File: config.mk
export PLATFORM = sky130hd
export DESIGN_NAME = mac_stream_ctrl
export DESIGN_NICKNAME = d
export VERILOG_FILES = /design/src/rtl/mac_stream_ctrl.sv
export SDC_FILE = /design/constraint.sdc
export NUM_CORES = 1
export LEC_CHECK = 0
export CORE_ASPECT_RATIO = 1.1
export CORE_UTILIZATION = 55
export DETAILED_ROUTE_END_ITERATION = 10
export DONT_BUFFER_PORTS = 1
export PLACE_DENSITY = 0.73
export SYNTH_ARGS = -nofsm -noshare
export SYNTH_HDL_FRONTEND = slang
export SYNTH_SLANG_ARGS = --single-unit
File: constraint.sdc
create_clock -name CLK -period 8.5 [get_ports CLK]
set_input_delay 1.275 -clock CLK [delete_from_list [all_inputs] [get_ports CLK]]
set_output_delay 1.275 -clock CLK [all_outputs]
set_load 0.005 [all_outputs]
File: src/rtl/mac_stream_ctrl.sv
// mac_stream_ctrl
//   Collects DEPTH operand pairs from a source over a REQ/ACK strobe handshake,
//   multiplies each pair (one per cycle), then streams DEPTH results to a
//   consumer over a VALID/READY handshake with backpressure. MODE picks
//   per-pair products (0) or a running sum of products (1), latched at START.
//
// Parameters
//   W      operand width, unsigned (>= 2)
//   DEPTH  pairs per job (>= 2)
//   XW     result width, derived: 2*W + clog2(DEPTH)
//
// Ports
//   CLK      clock, rising edge
//   RST      synchronous active-high reset
//   START    begin a job (only honoured while idle)
//   HALT     synchronous abort, same effect as RST
//   MODE     0 = product, 1 = running sum; captured with START
//   A, B     operand pair, captured on REQ_AB & ACK
//   ACK      source strobe: A/B valid this cycle
//   REQ_AB   controller can take a pair this cycle
//   X        result (zero-extended), registered
//   X_VALID  X holds a valid result, registered
//   X_READY  consumer takes X on X_VALID & X_READY
//   BUSY     job in progress (state != idle)
//   DONE     single-cycle pulse in the cycle the last result is accepted

module mac_stream_ctrl #(
  parameter int unsigned  W     = 8,
  parameter int unsigned  DEPTH = 4,
  localparam int unsigned XW    = 2 * W + $clog2(DEPTH)
) (
  input  logic          CLK,
  input  logic          RST,
  input  logic          START,
  input  logic          HALT,
  input  logic          MODE,
  input  logic [W-1:0]  A,
  input  logic [W-1:0]  B,
  input  logic          ACK,
  output logic          REQ_AB,
  output logic [XW-1:0] X,
  output logic          X_VALID,
  input  logic          X_READY,
  output logic          BUSY,
  output logic          DONE
);

  if (W < 2) begin : g_bad_w
    $error("mac_stream_ctrl: W must be >= 2");
  end
  if (DEPTH < 2) begin : g_bad_depth
    $error("mac_stream_ctrl: DEPTH must be >= 2");
  end

  // AW addresses the DEPTH-entry buffers; IW must also hold the value DEPTH
  // itself, which marks "all pairs captured" in the input phase.
  localparam int unsigned AW = $clog2(DEPTH);
  localparam int unsigned IW = $clog2(DEPTH + 1);

  localparam logic [IW-1:0] IdxLast = IW'(DEPTH - 1);
  localparam logic [IW-1:0] IdxFull = IW'(DEPTH);
  localparam logic [IW-1:0] IdxOne  = IW'(1);

  typedef enum logic [1:0] {
    StIdle,
    StInput,
    StExec,
    StOutput
  } state_e;

  state_e          state_q;
  logic [IW-1:0]   idx_q;
  logic            mode_q;
  logic [XW-1:0]   acc_q;
  logic [XW-1:0]   x_q;
  logic            x_valid_q;

  // Operand and result buffers carry no reset: every entry is rewritten
  // before it is read in any job, and contents after an abort are don't-care.
  logic [W-1:0]    a_mem   [DEPTH];
  logic [W-1:0]    b_mem   [DEPTH];
  logic [XW-1:0]   res_mem [DEPTH];

  logic [AW-1:0]   slot;
  logic [AW-1:0]   slot_nxt;
  logic [2*W-1:0]  prod;
  logic [XW-1:0]   sum;
  logic            take_pair;
  logic            accept;

  // Datapath and decoded outputs
  always_comb begin
    slot      = idx_q[AW-1:0];
    slot_nxt  = AW'(idx_q + IdxOne);
    // Operands are zero-extended first so the product keeps all 2*W bits.
    prod      = {{W{1'b0}}, a_mem[slot]} * {{W{1'b0}}, b_mem[slot]};
    sum       = acc_q + XW'(prod);

    REQ_AB    = (state_q == StInput) && (idx_q != IdxFull);
    take_pair = REQ_AB && ACK;
    accept    = (state_q == StOutput) && x_valid_q && X_READY;

    BUSY      = (state_q != StIdle);
    // DONE has to coincide with the accepting handshake, so it is decoded
    // from registered state plus X_READY rather than registered itself.
    DONE      = accept && (idx_q == IdxLast);

    X         = x_q;
    X_VALID   = x_valid_q;
  end

  // Control FSM with registered result outputs
  always_ff @(posedge CLK) begin
    if (RST || HALT) begin
      state_q   <= StIdle;
      idx_q     <= '0;
      mode_q    <= 1'b0;
      acc_q     <= '0;
      x_q       <= '0;
      x_valid_q <= 1'b0;
    end else begin
      unique case (state_q)
        StIdle: begin
          if (START) begin
            mode_q  <= MODE;
            idx_q   <= '0;
            state_q <= StInput;
          end
        end

        StInput: begin
          if (REQ_AB) begin
            if (ACK) begin
              idx_q <= idx_q + IdxOne;
            end
          end else begin
            // All pairs are in; the accumulator restarts for this job.
            state_q <= StExec;
            idx_q   <= '0;
            acc_q   <= '0;
          end
        end

        StExec: begin
          acc_q <= sum;
          if (idx_q == IdxLast) begin
            // res[0] was written on the first exec cycle, so it is already
            // stable and can be presented right away.
            state_q   <= StOutput;
            idx_q     <= '0;
            x_q       <= res_mem[0];
            x_valid_q <= 1'b1;
          end else begin
            idx_q <= idx_q + IdxOne;
          end
        end

        StOutput: begin
          if (accept) begin
            if (idx_q == IdxLast) begin
              state_q   <= StIdle;
              idx_q     <= '0;
              x_q       <= '0;
              x_valid_q <= 1'b0;
            end else begin
              idx_q <= idx_q + IdxOne;
              x_q   <= res_mem[slot_nxt];
            end
          end
        end

        default: begin
          state_q <= StIdle;
        end
      endcase
    end
  end

  // Operand capture and per-pair results
  always_ff @(posedge CLK) begin
    if (take_pair) begin
      a_mem[slot] <= A;
      b_mem[slot] <= B;
    end
    if (state_q == StExec) begin
      res_mem[slot] <= mode_q ? sum : XW'(prod);
    end
  end

endmodule
Word-level counts from Yosys, hierarchy flattened. Memories as Yosys holds them, arrays and structs flattened. A register that Yosys moved wholly into a read port is not among the register bits. Cells that the tools add are included.

Output and inout port bits: 22. Word-level logic and storage cells: 70. Register bits: 43. Input bits: 23. Memory bits (writable): 136. Memories kept: 3.

Memory list: res_mem (depth 4, bits a word 18, read ports 2, clocked after memory_dff 0, write ports 1, RTL line 82) `logic [XW-1:0] res_mem [DEPTH];`; a_mem (depth 4, bits a word 8, read ports 1, clocked after memory_dff 1, write ports 1, RTL line 80) `logic [W-1:0] a_mem [DEPTH];`; b_mem (depth 4, bits a word 8, read ports 1, clocked after memory_dff 1, write ports 1, RTL line 81) `logic [W-1:0] b_mem [DEPTH];`.

Add/subtract/negate cells: 2. Reductions and logical operators: 16. Equal/unequal tests: 11. Mux-type cells: 31. $mul: 1.

Operators by type and width (count): 2-to-1 mux 18 bit (5); case mux 18 bit (2 select lines) (2); adder 18 x 16 -> 18 bit (1); 2-to-1 mux 2 bit (9); multiplier 8 x 8 -> 16 bit (1); 2-to-1 mux 3 bit (5); case mux 3 bit (4 select lines) (1); inequality test 2 bit, second input constant (4); case mux 2 bit (4 select lines) (1); 2-to-1 mux 1 bit (7); inequality test 3 bit, second input constant (2); AND reduction 3 bit (2); nonzero test 2 bit (3); logical AND 1 bit (5); AND reduction 5 bit (1); == test 2 bit, second input constant (2); AND reduction 2 bit (2); AND reduction 4 bit (1); adder 3 x 1 -> 3 bit, second input constant (1); == test 3 x 2 -> 1 bit, second input constant (1); == test 2 x 1 -> 1 bit, second input constant (1); zero test 2 bit (1); inequality test 2 x 1 -> 1 bit, second input constant (1); case mux 1 bit (2 select lines) (1); logical OR 1 bit (1).

Logic depth before layout (Yosys ltp). Gate-level depths: netlist of the first run.

Depth after elaboration: 7. Gate-level depth with buffers: 26. Depth with buffers taken out: 23.

Worst setup path after synthesis of the first run. No wires, ideal clock.

Path type: flip-flop to flip-flop. From: register (tool-made name). To: memory res_mem[0][14] (netlist name) (data pin). Library setup time: 0.267 ns. Buffers on the path: 2. Data arrival time: 5.985 ns. Required time: 8.233 ns. Period minus slack after synthesis: 6.252 ns. Path slack: 2.248 ns. Stages on the path, launching flop included: 24. Cell sequence: dfxtp_1 > buf_2 > buf_2 > mux4_2 > and2_1 > fa_1 > fa_1 > fa_1 > inv_1 > fa_1 > inv_1 > ha_1 > nor2_1 > nor3b_1 > a21oi_2 > o21ai_1 > xor2_1 > ha_1 > nand2_1 > o21ai_0 > a21oi_1 > a21boi_1 > xnor2_1 > mux2_2.

RTL lines (RTL line): to (decl) (82).

==> results.py, run 1 <==
metrics = {
    "status": {
        "outcome": "finished clean",
    },
    "global_route": {
        "grt_util_met3_pct": 4.311,
        "met2_usage_pct": 39.49,
        "grt_busiest_layer": "met2",
        "grtUsageTotal_pct": 21.44,
        "grt_use_met1_pct": 25.38,
        "grt_max_degree": 37,
        "antenna_found_initial": 0,
        "grt_pass1_wl_um": 31510,
        "first_global_vias": 6383,
        "grt_overflow": 0,
    },
    "sta": {
        "drv_slew": 0,
        "setup_ws_ns": 1.415,
        "timing.final.crit_period_ns": 7.085,
        "setup-violations-final": 0,
        "finalHoldViolations": 0,
        "rsz0062_at_grt": "false",
        "period_share_pct": 83.35,
        "slew-limit-headroom_pct": 16.40,
        "clock-skew-final_ns": 0.01758,
        "setup_tns_ns": 0,
        "max_clock_freq_ghz": 0.1411,
        "worst_slew_pin_slew_ns": 1.250,
    },
    "power_and_ir_drop": {
        "p_clk_share_pct": 33.9,
        "switching_power_uw": 661.3,
        "switching_share_pct": 29.84,
        "p_int_uw": 1555,
        "p_per_area_nw_per_um2": 203.8,
        "seqPwrFrac_pct": 45.1,
        "peakVddDrop_uv": 158.3,
        "p_leak_uw": 0.004077,
        "combPwrFrac_pct": 21.0,
    },
    "cts": {
        "cts_root_buffer": "clkbuf_16",
        "clkSlewWorstSetupHoldPaths_ns": 0.07,
        "cts_max_path_buffers": 2,
        "cts_tree": "done",
        "ctsResizeCount": 0,
        "cts_made_buffers": 17,
        "cts_setup_buffers": 0,
        "clk-insertion-delay-late_ns": 0.44,
        "cts.sink_count": 181,
        "htree_levels": 4,
        "cts_hold_buf": 0,
    },
    "critical_path": {
        "worstPathArrival_ns": 7.26,
        "cpMostUsedCell": "fa_1",
        "end_kind": "register",
        "crit_type": "register to register",
        "cp_slowest_cell": "dfxtp_1",
        "worstPathMaxFanout": 16,
        "critical_path_required_ns": 8.67,
        "slowest_delay_ns": 1.01,
        "crit_path_start_kind": "register",
        "rr_worst_depth": 21,
        "path_cells": "mux4_2 -> and2_1 -> fa_1 -> fa_1 -> fa_1 -> inv_1 -> fa_1 -> inv_1 -> ha_1 -> nor2_1 -> nor3b_1 -> a21oi_2 -> o21ai_1 -> xor2_1 -> ha_1 -> nand2_1 -> o21ai_0 -> a21oi_1 -> a21boi_1 -> xnor2_1 -> mux2_2",
    },
    "final_layout": {
        "finalNetCount": 922,
        "insertedDiodeCount": 0,
        "mostFrequentLayoutCells": "edfxtp_1 (136), ha_1 (64), inv_1 (63)",
        "area_growth_pct": 7.257,
        "stdcell_area_um2": 10870,
        "drive_gt1_share_pct": 11.71,
        "final_common_cell": "edfxtp_1",
        "utilization_pct": 60.86,
    },
    "yosys": {
        "synth_top_area_share_pct": 40.28,
        "yosys_most_used_dff": "edfxtp_1",
        "synth_area_leader_cell": "edfxtp_1",
        "syn_area_um2": 10140,
        "synth_edf_count": 136,
        "synth.distinct_cells": 60,
        "synth_seq_cells": 181,
        "synthCells": 804,
        "yosys_warnings": 0,
        "yosysSeqAreaShare_pct": 49.17,
        "avgSynthCellArea_um2": 12.61,
        "syn_nets": 928,
        "postSynth.asyncResetShare_pct": 0,
        "netlist_top_cells_area": "edfxtp_1 (40%), dfxtp_1 (8.9%), ha_1 (7.9%)",
    },
    "placed_design": {
        "place_congestion": 0.8830,
        "hpwl_um": 14240,
        "port_buffers": 0,
        "post-place-ws_ns": 1.331,
        "place_area_um2": 10310,
    },
    "floorplanning": {
        "die_y_um": 144.4,
        "coreArea_um2": 17870,
        "fp-row-count": 51,
        "die_w_um": 131.5,
        "fp.dieArea_um2": 18980,
        "start_util_pct": 56.74,
        "ioPinCount": 45,
    },
    "run": {
        "drv_cap": 0,
    },
    "route": {
        "routedWlPerCell_um": 18.43,
        "wl_um": 19340,
        "drtPass1Iterations": 5,
        "ant_nets": 0,
        "viasPerCell": 5.793,
        "vias": 6077,
        "first_iter_violations": 289,
        "drc": 0,
    },
    "min_path": {
        "hold_depth": 1,
        "hold_class": "register to register",
    },
}
[flip-flops by register name, indices dropped and copies added (netlist names), named ones only]
name,flops
acc_q,18
state_q,2
b_mem,32
res_mem,72
X_VALID,1
idx_q,3
mode_q,1
X,18
a_mem,32
[area by class of cell]
type,count,area (um^2)
flip-flops and latches,181,4985
clock buffers,17,425.4
clock inverters,15,133.9
inverters,63,236.5
well taps,238,297.8
fillers,1367,6993
multi-input cells,533,4781
repair buffers,2,15.01
[power groups by stage]
stage	combinational, uW	clock, uW	sequential, uW
finish	466	750	1000
floorplan	363	0	1020
global route	528	794	1000
CTS	466	761	1000
detailed placement	462	0	1020
global placement	449	0	1020
[cell usage after synthesis, drive strengths merged, types with 5 or more instances]
cell type	number
nand2	45
fa	37
a211oi	25
a22o	7
o21ai	25
xor2	10
xnor2	14
mux4	34
buf	14
inv	63
a21oi	50
a22oi	10
and2	58
mux2	11
ha	64
a21o	7
clkbuf	13
nor2	56
edfxtp	136
dfxtp	45
nor3	11
and3	5
nor2b	23
[cells by family after synthesis]
family / after synthesis / synth area share, %
compound gates: 150 / 10.16
xor+xnor: 24 / 2.073
fa+ha+maj: 101 / 15.20
buf+inv: 90 / 3.677
flops: 181 / 49.17
mux: 48 / 9.108
simple gates: 210 / 10.61
[final timing paths]
path                                start  slack [ns]              to
worst min register to register  acc_q[15]        0.49       acc_q[15]
worst max register to register   register        1.41  res_mem[1][14]
worst min-delay path            acc_q[15]        0.49       acc_q[15]
worst max-delay path             register        1.41  res_mem[1][14]
[layer usage]
layer	wire (um)	vias up
met5	0	-
met3	750	19
met4	234	0
met1	8037	3027
li1	-	2892
met2	10310	139
[stage by stage]
| stage | cells | hold slack (ns) | total power, uW |
|---|---|---|---|
| floorplan | 804 | 0.4484 | 1381 |
| global placement | 1017 | 0.4633 | 1469 |
| detailed placement | 1017 | 0.4683 | 1482 |
| CTS | 1049 | 0.4887 | 2228 |
| global route | 1049 | 0.5027 | 2323 |
| finish | 1049 | 0.4883 | 2216 |
[worst max-delay path, delay by kind of cell, from the launching register on]
kind	cells	cell delay [ns]
adder cells (fa/ha/maj)	6	2.77
flip-flops	1	1.01
multiplexers	2	1.00
AO/OA/AOI/OAI	5	0.81
AND/OR/NAND/NOR	4	0.77
XOR/XNOR	2	0.35
buffers and inverters	2	0.09
No activity file was read; power rests on OpenSTA's default activity.
==> inputs of run 2 (changes only) <==
PLACE_DENSITY = 0.76   (was 0.73)
clock period = 6.4 ns   (was 8.5 ns; I/O delays follow)
==> run 2 against run 1 <==
  * Final area up 4.8%
  * Setup slack worse by 1.2 ns
  * Combinational power up 66%
  * Non-clock buffer count up 29
  * Sequential share of layout area down 2.1 points
  * Worst hold slack better by 0.0068 ns
  * Sequential power up 33%
  * Fmax up 14%
  * Critical endpoint is now res_mem[2][12]
  * Largest power group unchanged
  * Highest routed layer unchanged
==> results.py, run 2 (synthesis gave the netlist of run 1 again) <==
metrics = {
    "placed_design": {
        "place_congestion": 0.8610,
        "hpwl_um": 14180,
        "place_area_um2": 10510,
        "port_buffers": 0,
    },
    "sta": {
        "finalHoldViolations": 0,
        "setup_tns_ns": 0,
        "timing.final.crit_period_ns": 6.199,
        "setup-violations-final": 0,
        "max_clock_freq_ghz": 0.1613,
        "clock-skew-final_ns": 0.01368,
        "period_share_pct": 96.86,
        "slew-limit-headroom_pct": 18.35,
        "drv_slew": 0,
        "worst_slew_pin_slew_ns": 1.221,
    },
    "route": {
        "viasPerCell": 5.817,
        "wl_um": 19710,
        "first_iter_violations": 311,
        "ant_nets": 0,
        "routedWlPerCell_um": 18.28,
        "drtPass1Iterations": 5,
        "vias": 6271,
        "drc": 0,
    },
    "global_route": {
        "antenna_found_initial": 0,
        "grt_pass1_wl_um": 31460,
        "grt_max_degree": 37,
        "grt_overflow": 0,
        "first_global_vias": 6571,
        "grtUsageTotal_pct": 21.42,
    },
    "floorplanning": {
        "ioPinCount": 45,
        "fp.dieArea_um2": 18980,
        "fp-row-count": 51,
        "coreArea_um2": 17870,
        "start_util_pct": 56.74,
        "die_y_um": 144.4,
        "die_w_um": 131.5,
    },
    "power_and_ir_drop": {
        "switching_power_uw": 980.6,
        "p_per_area_nw_per_um2": 276.4,
        "switching_share_pct": 31.13,
        "seqPwrFrac_pct": 42.1,
        "p_clk_share_pct": 33.3,
        "combPwrFrac_pct": 24.6,
        "p_leak_uw": 0.004286,
        "peakVddDrop_uv": 236.5,
        "p_int_uw": 2170,
    },
    "final_layout": {
        "final_common_cell": "edfxtp_1",
        "insertedDiodeCount": 0,
        "stdcell_area_um2": 11400,
        "fillers": 1340,
        "area_growth_pct": 12.44,
        "mostFrequentLayoutCells": "edfxtp_1 (136), inv_1 (63), ha_1 (58)",
        "top_regs": "res_mem x72, a_mem x32, b_mem x32",
        "top_register": "res_mem",
        "finalNetCount": 951,
        "drive_gt1_share_pct": 19.88,
        "utilization_pct": 63.80,
        "largest_reg_flops": 72,
    },
    "critical_path": {
        "worstPathArrival_ns": 6.37,
        "crit_type": "register to register",
        "crit_path_start_kind": "register",
        "critical_path_required_ns": 6.57,
        "worstPathMaxFanout": 8,
        "r2r-end": "res_mem[2][12]",
        "reg2reg_setup_slack_ns": 0.20,
        "rr_worst_depth": 21,
        "end_kind": "register",
    },
    "cts": {
        "clk-insertion-delay-late_ns": 0.44,
        "cts_max_path_buffers": 2,
        "cts_hold_buf": 0,
        "cts_root_buffer": "clkbuf_16",
        "htree_levels": 4,
        "cts_tree": "done",
        "cts_made_buffers": 17,
        "cts.sink_count": 181,
        "clkSlewWorstSetupHoldPaths_ns": 0.08,
    },
    "run": {
        "drv_cap": 0,
    },
    "min_path": {
        "hold_depth": 1,
        "holdPathEnd": "acc_q[10]",
        "hold_class": "register to register",
        "hp-start": "acc_q[10]",
    },
    "status": {
        "outcome": "finished clean",
    },
}
## run 2: changes by cell type in the layout (fill, tap and decap cells not counted), sizes merged
cell | before | now
buf | 2 | 30
inv | 71 | 73
clkbuf | 17 | 18
clkinv | 5 | 4
clkinvlp | 2 | 1
## run 2: worst max-delay path by stage
stage          startpoint             end  slack, ns  cells past startpoint
3_3_place_gp     register  res_mem[1][14]      -0.16                     24
6_report         register  res_mem[2][12]       0.20                     21
3_5_place_dp     register  res_mem[2][14]      -0.20                     24
5_1_grt          register  res_mem[2][14]      -0.01                     22
2_1_floorplan    register  res_mem[0][14]       0.15                     23
4_1_cts          register  res_mem[2][14]       0.02                     23
## run 2: metrics by stage
stage | total power (uW) | hold WS (ns) | setup WS, ns | instances
floorplan | 1834 | 0.4484 | 0.1484 | 804
global placement | 1987 | 0.4635 | -0.1637 | 1039
detailed placement | 2009 | 0.4660 | -0.2009 | 1039
CTS | 3061 | 0.4942 | 0.02102 | 1071
global route | 3289 | 0.5136 | -0.01215 | 1078
finish | 3150 | 0.4950 | 0.2009 | 1078
## run 2: timing repair
item / 4_1_cts / 5_1_grt
gates cloned: 0 / 1
setup buffers: 0 / 6
endpoints found under the setup margin: 16 / 37
gates resized for setup: 7 / 51
pin swaps: 1 / 18
## run 2: per-layer routing
layer,track usage [%],part of all wire (%),vias to the layer above
met5,0,0,-
met4,8.507,2.1,0
met3,4.802,4.1,32
met2,39.68,53,159
met1,24.03,41,3119
li1,-,-,2961
## run 2: area by class of cell
class | instances | area (um^2) | area share, %
clock inverter | 15 | 172.7 | 1.515
tap | 238 | 297.8 | 2.612
sequential | 181 | 4989 | 43.76
multi-input combinational | 533 | 5000 | 43.86
clock buffer | 17 | 425.4 | 3.732
inverter | 63 | 236.5 | 2.074
timing repair buffer | 31 | 279.0 | 2.448
## run 2: critical path, cell delays in order (launching register included)
cell and delay [ns]:
dfxtp_4 0.38, clkbuf_16 0.17, mux4_2 0.60, and2_1 0.20, fa_1 0.59, fa_1 0.45, fa_1 0.54, inv_1 0.05
fa_1 0.52, inv_1 0.04, ha_2 0.22, nor3_2 0.25, nor3b_2 0.09, a21oi_2 0.23, buf_4 0.16, xnor2_2 0.06
ha_2 0.43, nand2_1 0.09, o21ai_0 0.22, o21bai_1 0.19, xor2_1 0.12, mux2_2 0.33
## run 2: power groups by stage
stage               clock [uW]  combinational, uW  sequential [uW]
floorplan                    0                482             1350
global placement             0                633             1350
detailed placement           0                654             1350
CTS                       1060                674             1330
global route              1100                859             1330
finish                    1050                775             1330
==> inputs of run 3 (changes only) <==
==> constraint.sdc (replaced) <==
create_clock -name CLK -period 6.4 [get_ports CLK]
set_input_delay 1.28 -clock CLK [delete_from_list [all_inputs] [get_ports CLK]]
set_output_delay 1.28 -clock CLK [all_outputs]
set_load 0.005 [all_outputs]
==> run 3 against run 2 <==
  * Total power down 1.3%
  * Critical endpoint is now res_mem[1][14]
  * Cell count up 0.56%
  * Critical path depth is 1 higher
  * Register-to-register slack got worse by 0.02 ns
  * Via count grew 0.19%
  * Fmax shrank 0.30%
  * Core utilization down 0.16 points
==> results.py, run 3 (synthesis gave the netlist of run 1 again) <==
metrics = {
    "floorplanning": {
        "ioPinCount": 45,
        "start_util_pct": 56.74,
        "die_w_um": 131.5,
        "die_y_um": 144.4,
        "fp.dieArea_um2": 18980,
        "coreArea_um2": 17870,
        "fp-row-count": 51,
    },
    "sta": {
        "worst_slew_pin_slew_ns": 1.241,
        "timing.final.crit_period_ns": 6.218,
        "max_clock_freq_ghz": 0.1608,
        "setup_ws_ns": 0.1821,
        "setup_tns_ns": 0,
        "setup-violations-final": 0,
        "clock-skew-final_ns": 0.008085,
        "finalHoldViolations": 0,
        "drv_slew": 0,
        "period_share_pct": 97.15,
        "slew-limit-headroom_pct": 16.98,
    },
    "global_route": {
        "grt_max_degree": 37,
        "antenna_found_initial": 0,
        "grt_overflow": 0,
        "grt_pass1_wl_um": 31510,
        "grtUsageTotal_pct": 21.44,
        "first_global_vias": 6553,
    },
    "final_layout": {
        "largest_reg_flops": 72,
        "final_common_cell": "edfxtp_1",
        "drive_gt1_share_pct": 19.15,
        "multi_input_area_um2": 4945,
        "ff_latch_area_um2": 4989,
        "top_register": "res_mem",
        "area_growth_pct": 12.16,
        "stdcell_area_um2": 11370,
        "fillers": 1314,
        "fin_cells": 1084,
        "finalNetCount": 957,
        "insertedDiodeCount": 0,
        "mostFrequentLayoutCells": "edfxtp_1 (136), inv_1 (63), ha_1 (59)",
        "top_regs": "res_mem x72, a_mem x32, b_mem x32",
    },
    "power_and_ir_drop": {
        "p_per_area_nw_per_um2": 273.4,
        "finalPower_uw": 3109,
        "peakVddDrop_uv": 204.0,
        "p_leak_uw": 0.004296,
    },
    "critical_path": {
        "crit_type": "register to register",
        "end_kind": "register",
        "critical_path_required_ns": 6.56,
        "crit_path_start_kind": "register",
        "worstPathMaxFanout": 8,
        "worstPathArrival_ns": 6.38,
    },
    "placed_design": {
        "hpwl_um": 14180,
        "post-place-ws_ns": -0.1800,
        "place_area_um2": 10490,
        "port_buffers": 0,
        "dp_cells": 1037,
        "place_congestion": 0.8784,
    },
    "cts": {
        "cts_tree": "done",
        "htree_levels": 4,
        "clkSlewWorstSetupHoldPaths_ns": 0.07,
        "cts.sink_count": 181,
        "cts_max_path_buffers": 2,
        "clk-insertion-delay-late_ns": 0.42,
        "cts_hold_buf": 0,
        "cts_root_buffer": "clkbuf_16",
        "cts_made_buffers": 17,
    },
    "route": {
        "routedWlPerCell_um": 18.30,
        "viasPerCell": 5.796,
        "vias": 6283,
        "drtPass1Iterations": 5,
        "first_iter_violations": 369,
        "drc": 0,
        "wl_um": 19840,
        "ant_nets": 0,
    },
    "min_path": {
        "hold_class": "register to register",
    },
    "run": {
        "drv_cap": 0,
    },
    "status": {
        "outcome": "finished clean",
    },
}
## run 3: where the power goes
group	switching, uW	total, uW	internal [uW]	leakage (uW)
Clock	481	1030	554	0.000284
Combinational	439	746	308	0.00244
Sequential	5.35	1330	1320	0.00157
## run 3: path summary, 6_finish.rpt
kind | slack, ns | endpoint | from | depth (start not counted)
worst min register to register | 0.49 | acc_q[14] | acc_q[14] | 1
worst max register to register | 0.18 | res_mem[1][14] | register | 22
worst max-delay path | 0.18 | res_mem[1][14] | register | 22
worst min-delay path | 0.49 | acc_q[14] | acc_q[14] | 1
## run 3: critical path, cell delays in order, from the launching register on
cell and delay [ns]:
dfxtp_4 0.38, clkbuf_16 0.17, mux4_2 0.60, and2_4 0.19, fa_1 0.51, fa_1 0.52
fa_1 0.54, inv_1 0.05, fa_1 0.52, inv_1 0.04, ha_1 0.30, nor2_1 0.19
nor3b_2 0.07, a21oi_2 0.22, o21ai_2 0.11, xor2_2 0.21, ha_4 0.35, nand2_4 0.09
o21ai_1 0.19, a21oi_1 0.06, a21boi_2 0.17, xnor2_1 0.16, mux2_4 0.30
## run 3: layout make-up
class / count / share of cell area, %
multi-input combinational: 533 / 43.49
inverter: 63 / 2.080
timing repair buffer: 37 / 2.817
clock inverter: 15 / 1.386
sequential: 181 / 43.87
clock buffer: 17 / 3.741
tap: 238 / 2.619
## run 3: per-stage QoR
stage / hold slack, ns / util, %
5_1_grt: 0.5082 / 63.64
3_5_place_dp: 0.4676 / 58.71
6_report: 0.4896 / 63.64
2_1_floorplan: 0.4484 / -
3_3_place_gp: 0.4633 / 58.71
4_1_cts: 0.4908 / 62.12
## run 3: repair_timing
item,in CTS,in global routing
setup buffers,1,13
pin swaps,1,13
gates resized for setup,4,37
setup endpoints to repair,16,37
hold endpoints to repair,0,0
gates cloned,0,1
## run 3: metal layers
metal  vias to the layer above  GRT usage (%)  share of wire (%)
met2                       149          40.49                 54
met3                        26          3.575                3.5
li1                       2966              -                  -
met1                      3142          24.80                 41
met4                         0          7.038                1.6
met5                         -              0                  0
